===== config.mk =====
export PLATFORM = sky130hd
export DESIGN_NAME = fifo_access_scheduler
export DESIGN_NICKNAME = d
export VERILOG_FILES = /design/src/rtl/fifo_access_scheduler.sv
export SDC_FILE = /design/constraint.sdc
export NUM_CORES = 1
export LEC_CHECK = 0
export BUFFER_PORTS_ARGS = -buffer_cell sky130_fd_sc_hd__buf_2
export CORE_MARGIN = 8
export CORE_UTILIZATION = 43
export DETAILED_ROUTE_END_ITERATION = 10
export HOLD_SLACK_MARGIN = 0.08
export PLACE_DENSITY = 0.78
export REMOVE_ABC_BUFFERS = 1
export SLEW_MARGIN = 20
export SYNTH_ARGS = -nofsm -noshare
export SYNTH_HDL_FRONTEND = slang
export SYNTH_SLANG_ARGS = --single-unit

===== constraint.sdc =====
create_clock -name clk -period 3.67 [get_ports clk]
set_input_delay 0.734 -clock clk [delete_from_list [all_inputs] [get_ports clk]]
set_output_delay 0.734 -clock clk [all_outputs]
set_load 0.005 [all_outputs]

===== src/rtl/fifo_access_scheduler.sv =====
// Purpose: shares one pixel FIFO between N_REQ round-robin writers and drains it in fixed bursts.
// Latency: write grant is combinational; burst accept at edge T -> first fifo_rd in T+1 -> first out_valid in T+2.
// Backpressure: writers are held off (req_ready=0) whenever the FIFO is full; bursts only start when BURST_LEN bytes are present.
module fifo_access_scheduler #(
    parameter int N_REQ     = 4,
    parameter int DATA_W    = 8,
    parameter int CNT_W     = 9,
    parameter int DEPTH     = 256,
    parameter int BURST_LEN = 16
) (
    input  logic                      clk,
    input  logic                      rst_n,
    input  logic [N_REQ-1:0]          req_valid,
    input  logic [N_REQ*DATA_W-1:0]   req_data,
    output logic [N_REQ-1:0]          req_ready,
    output logic [2:0]                grant_id,
    output logic                      fifo_wr,
    output logic [DATA_W-1:0]         fifo_din,
    output logic                      fifo_rd,
    input  logic                      fifo_full,
    input  logic                      fifo_empty,
    input  logic [CNT_W-1:0]          fifo_count,
    input  logic [DATA_W-1:0]         fifo_dout,
    input  logic                      burst_req,
    output logic                      burst_busy,
    output logic                      out_valid,
    output logic [DATA_W-1:0]         out_data,
    output logic                      out_last
);

    // Burst counter must reach BURST_LEN-1, and BURST_LEN may be as large as DEPTH.
    localparam int BC_W = $clog2(DEPTH + 1);

    typedef enum logic [1:0] {
        IDLE  = 2'd0,
        READ  = 2'd1,
        DRAIN = 2'd2
    } state_t;

    state_t            state;
    state_t            state_nxt;
    logic [BC_W-1:0]   bcnt;
    logic              last_rd;
    logic [2:0]        rr_ptr;
    logic [2:0]        winner;
    logic              any_vld;
    logic              accept_en;

    // Round-robin search: the lowest offset from rr_ptr with a valid request wins.
    always_comb begin
        winner  = rr_ptr;
        any_vld = 1'b0;
        for (int k = N_REQ - 1; k >= 0; k--) begin
            for (int i = 0; i < N_REQ; i++) begin
                if ((i == ((int'(rr_ptr) + k) % N_REQ)) && req_valid[i]) begin
                    winner  = 3'(i);
                    any_vld = 1'b1;
                end
            end
        end
    end

    // Ready is also forced low while reset is asserted so no writer sees a handshake during reset.
    assign accept_en = any_vld && rst_n && !fifo_full;

    // One-hot ready to the winner and a data mux selecting its byte.
    always_comb begin
        req_ready = '0;
        fifo_din  = '0;
        for (int i = 0; i < N_REQ; i++) begin
            if (winner == 3'(i)) begin
                req_ready[i] = accept_en;
                fifo_din     = req_data[i*DATA_W +: DATA_W];
            end
        end
    end

    assign fifo_wr = |(req_valid & req_ready);

    // Pointer moves past the accepted writer; grant_id remembers who it was.
    always_ff @(posedge clk or negedge rst_n) begin
        if (!rst_n) begin
            rr_ptr   <= '0;
            grant_id <= '0;
        end else if (fifo_wr) begin
            rr_ptr   <= (winner == 3'(N_REQ - 1)) ? 3'd0 : winner + 3'd1;
            grant_id <= winner;
        end
    end

    // Burst FSM state register.
    always_ff @(posedge clk or negedge rst_n) begin
        if (!rst_n) begin
            state <= IDLE;
        end else begin
            state <= state_nxt;
        end
    end

    // Burst FSM next state and strobes; burst_req is only looked at in IDLE.
    always_comb begin
        state_nxt  = state;
        fifo_rd    = 1'b0;
        burst_busy = 1'b0;
        last_rd    = 1'b0;
        case (state)
            IDLE: begin
                if (burst_req && (fifo_count >= CNT_W'(BURST_LEN))) begin
                    state_nxt = READ;
                end
            end
            READ: begin
                fifo_rd    = 1'b1;
                burst_busy = 1'b1;
                if (bcnt == BC_W'(BURST_LEN - 1)) begin
                    last_rd   = 1'b1;
                    state_nxt = DRAIN;
                end
            end
            DRAIN: begin
                burst_busy = 1'b1;
                state_nxt  = IDLE;
            end
            default: begin
                state_nxt = IDLE;
            end
        endcase
    end

    // Counts read strobes within a burst; parked at zero outside it.
    always_ff @(posedge clk or negedge rst_n) begin
        if (!rst_n) begin
            bcnt <= '0;
        end else if (state == IDLE) begin
            bcnt <= '0;
        end else if (fifo_rd) begin
            bcnt <= bcnt + BC_W'(1);
        end
    end

    // FIFO read data appears one cycle after the strobe, so valid/last are the strobes delayed.
    always_ff @(posedge clk or negedge rst_n) begin
        if (!rst_n) begin
            out_valid <= 1'b0;
            out_last  <= 1'b0;
        end else begin
            out_valid <= fifo_rd;
            out_last  <= last_rd;
        end
    end

    assign out_data = fifo_dout;

    // Entry is gated on occupancy and nothing else reads, so a read can never hit an empty FIFO.
    a_no_rd_empty: assert property (@(posedge clk) disable iff (!rst_n) !(fifo_rd && fifo_empty));

endmodule


==> metrics.log <==
INFO  metric status = finished, final reports clean
INFO  metric finalNetCount = 298
INFO  metric place_congestion = 0.763
INFO  metric die_area = 5450 µm²
INFO  metric layout_min_cycle_time = 3380 ps
INFO  metric synth_top_flop_cell = dfrtp_1
INFO  metric grt_antenna_before_repair = 0
INFO  metric yosys_register_bits = 19
INFO  metric cts_post_setup_buffers_inserted = 0
INFO  metric timing.critical_path.buf_inv = 5
INFO  metric synthMostInstantiatedCell = a21oi_1
INFO  metric cellLeakagePower = 0.932 nW
INFO  metric drc_errors = 0
INFO  metric setup.worst_path.end_class = primary output
INFO  metric maxClockFrequency = 0.296 GHz
INFO  metric wirelength = 3.59 mm
INFO  metric cts_num_sinks = 19
INFO  metric finalCritPeriodShare = 92.2%
INFO  metric path_class = primary input to primary output
INFO  metric slew-limit-headroom = 65.3%
INFO  metric critical_path_arrival = 2650 ps
INFO  metric worstPathMaxFanout = 17
INFO  metric power = 0.00102 W
INFO  metric worst-slew-pin-transition = 516 ps
INFO  metric dp_worst_setup_slack = 154 ps
INFO  metric cts.repair.resized = 0
INFO  metric effective_utilization_at_floorplan = 43.7%
INFO  metric yosys-top-cells-area = dfrtp_1 33%, a21oi_1 7.7%, ha_1 6.1%
INFO  metric rsz0062_at_grt = false
INFO  metric yosys_warnings = 0
INFO  metric floorplan.die.width = 73.8 µm
INFO  metric kind_of_cell_adding_the_most_delay_to_the_critical_path = compound AO/OA/AOI/OAI gates
INFO  metric layout-drive-gt1-share = 32.3%
INFO  metric synth-async-reset-ratio = 100%
INFO  metric wire_length_of_the_first_global_routing_pass = 5.67 mm
INFO  metric drt-initial-drc-count = 54
INFO  metric route.vias.total = 1402
INFO  metric hold_path_class = primary input to asynchronous set/reset pin
INFO  metric final.setup_skew = 1.14 ps
INFO  metric synth-edff-count = 0
INFO  metric cpPeakStageDelay = 430 ps
INFO  metric dp_hpwl = 2.79 mm
INFO  metric drtAntennaViolNets = 0
INFO  metric routed_wire_length_per_instance = 12.9 µm
INFO  metric syn_area = 1440 µm²
INFO  metric clock_tree_from_tritoncts = done
INFO  metric post_synth_inst_count = 178
INFO  metric source_to_sink_clock_delay_at_the_later_pin_of_the_worst_skew_pair = 300 ps
INFO  metric io_buffer_count = 64
INFO  metric cts_hold_buffers = 0
INFO  metric number_of_top_level_design_ports = 86
INFO  metric worstPathCellList = buf_2 > inv_1 > a22o_1 > a222oi_1 > buf_4 > ha_1 > buf_4 > o21ai_0 > a22oi_1 > nor2_1 > buf_2
INFO  metric max-clock-path-buffers = 2
INFO  metric root_buffer = clkbuf_4
INFO  metric grt_start_max_net_pins = 21
INFO  metric synth_cell_types = 36
INFO  metric crit_slowest_cell = a222oi_1
INFO  metric synth_top_area_cell = dfrtp_1
INFO  metric pre_antenna_drt_iters = 4
INFO  metric grt_overflow_total = 0
INFO  metric synth.top_cells.by_count = 22 x a21oi_1, 20 x nor2_1, 19 x dfrtp_1, 19 x inv_1, 10 x a22oi_1
INFO  metric critical_path_launch_point_type = primary input
INFO  metric setup_ws = 286 ps
INFO  metric clk_pin_slew_worst_paths = 100 ps
INFO  metric chipHeight = 73.8 µm
INFO  metric report.final.slew_viol_count = 0
INFO  metric max_cap_viol_count = 0
INFO  metric post_synthesis_to_final_layout_area_growth = 23.3%
INFO  metric drt-vias-per-instance = 5.04
INFO  metric timing_hold_violations_final = 0
INFO  metric insertedDiodeCount = 0
INFO  metric vdd_ir_drop_max = 0.285 mV
INFO  metric seq_area_frac_synth = 33.1%
INFO  metric fin_setup_tns = 0 ps
INFO  metric floorplan.rows = 21
INFO  metric clock_tree.htree_level_count = 1
INFO  metric grt_usage = 12.9%
INFO  metric required = 2940 ps
INFO  metric synth_top_cell_area_share = 33.1%
INFO  metric design.core.area = 3280 µm²
INFO  metric pwr_density_cell = 577 nW/µm²
INFO  metric synth_area_per_cell = 8.07 µm²
INFO  metric cts_buf_count = 3
INFO  metric setup_viol = 0
INFO  metric grt_pass1_vias = 1260
==> placed cells by master (no fill, tap or decap), types with 2 or more instances in the layout <==
master	synthesis	layout
o2bb2ai_1	2	2
a22o_1	2	2
nor2_1	20	20
a21oi_1	22	22
buf_4	8	4
nor3_1	2	2
mux2_1	2	2
a21o_1	2	2
and2_1	4	4
and3_1	2	2
clkbuf_4	0	3
nand4_1	3	3
xor2_1	7	7
ha_1	7	6
nor2b_1	2	2
o22ai_1	2	2
o21ai_0	9	9
inv_1	19	19
dfrtp_1	19	19
nand3_1	4	4
buf_2	4	64
nand2_1	9	9
a22oi_1	10	10
==> cell families after synthesis <==
family | Yosys count | share of synthesized area [%]
AOI/OAI and AO/OA | 54 | 24.6
and+or+nand+nor | 50 | 16.9
buffers and inverters | 37 | 12.2
DFF | 19 | 33.1
xor gates and xnor gates | 8 | 4.88
adders and majority gates | 7 | 6.10
muxes | 3 | 2.26
==> routing by layer <==
metal | vias to the layer above | part of all wire [%] | global-route usage (%)
met4 | 0 | 1.2 | 3.99
li1 | 716 | - | -
met3 | 4 | 14 | 4.50
met5 | - | 0 | 0
met1 | 618 | 43 | 15.9
met2 | 64 | 43 | 20.2
==> worst reg2reg max path: stages, from the launching register on <==
cell and delay (ps):
dfrtp_1 390, inv_1 90, a22o_1 210, a222oi_1 430, buf_4 210, ha_1 170, a22oi_1 100, a2111oi_4 410
buf_4 210, mux2_1 330
==> power breakdown <==
group / internal, W / leakage [nW] / switching [W]
sequential: 0.000250 / 0.254 / 0.0000248
clock: 0.0000406 / 0.0177 / 0.0000637
combinational: 0.000287 / 0.661 / 0.000355
==> final cells by class <==
class | instances | area [µm²]
fillers | 303 | 1510
multi-input cells | 122 | 788
flip-flops and latches | 19 | 475
repair buffers | 68 | 350
inverters | 19 | 71.3
well taps | 46 | 57.6
clock buffers | 3 | 22.5
clock inverters | 1 | 5.00
==> worst paths after layout <==
path / start / endpoint / slack (ps) / depth (start not counted)
min reg2reg: grant_id[0]$_DFFE_PN0P_ / grant_id[0]$_DFFE_PN0P_ / 500 / 1
min: rst_n / bcnt[1]$_DFFE_PN0P_ / 360 / 1
max: req_valid[3] / fifo_din[0] / 290 / 11
min in group clk: grant_id[0]$_DFFE_PN0P_ / grant_id[0]$_DFFE_PN0P_ / 500 / 1
max reg2reg: rr_ptr[1]$_DFFE_PN0P_ / grant_id[0]$_DFFE_PN0P_ / 1000 / 9
max in group asynchronous: rst_n / rr_ptr[1]$_DFFE_PN0P_ / 3020 / 1
==> stage by stage <==
| step | std cells | hold WS, ps | utilization (%) | instance area (µm²) |
|---|---|---|---|---|
| 2_1_floorplan | 160 | 438 | - | 1330 |
| 3_3_place_gp | 274 | 471 | 53.0 | 1740 |
| 3_5_place_dp | 274 | 479 | 53.0 | 1740 |
| 4_1_cts | 278 | 358 | 53.8 | 1770 |
| 5_1_grt | 278 | 377 | 53.9 | 1770 |
| 6_report | 278 | 357 | 53.9 | 1770 |
==> sequential cells by signal, indices dropped and copies added (netlist names) <==
name / flops
rr_ptr: 3
bcnt: 9
out_valid: 1
out_last: 1
state: 2
grant_id: 3
(Power assumes the default switching activity.)
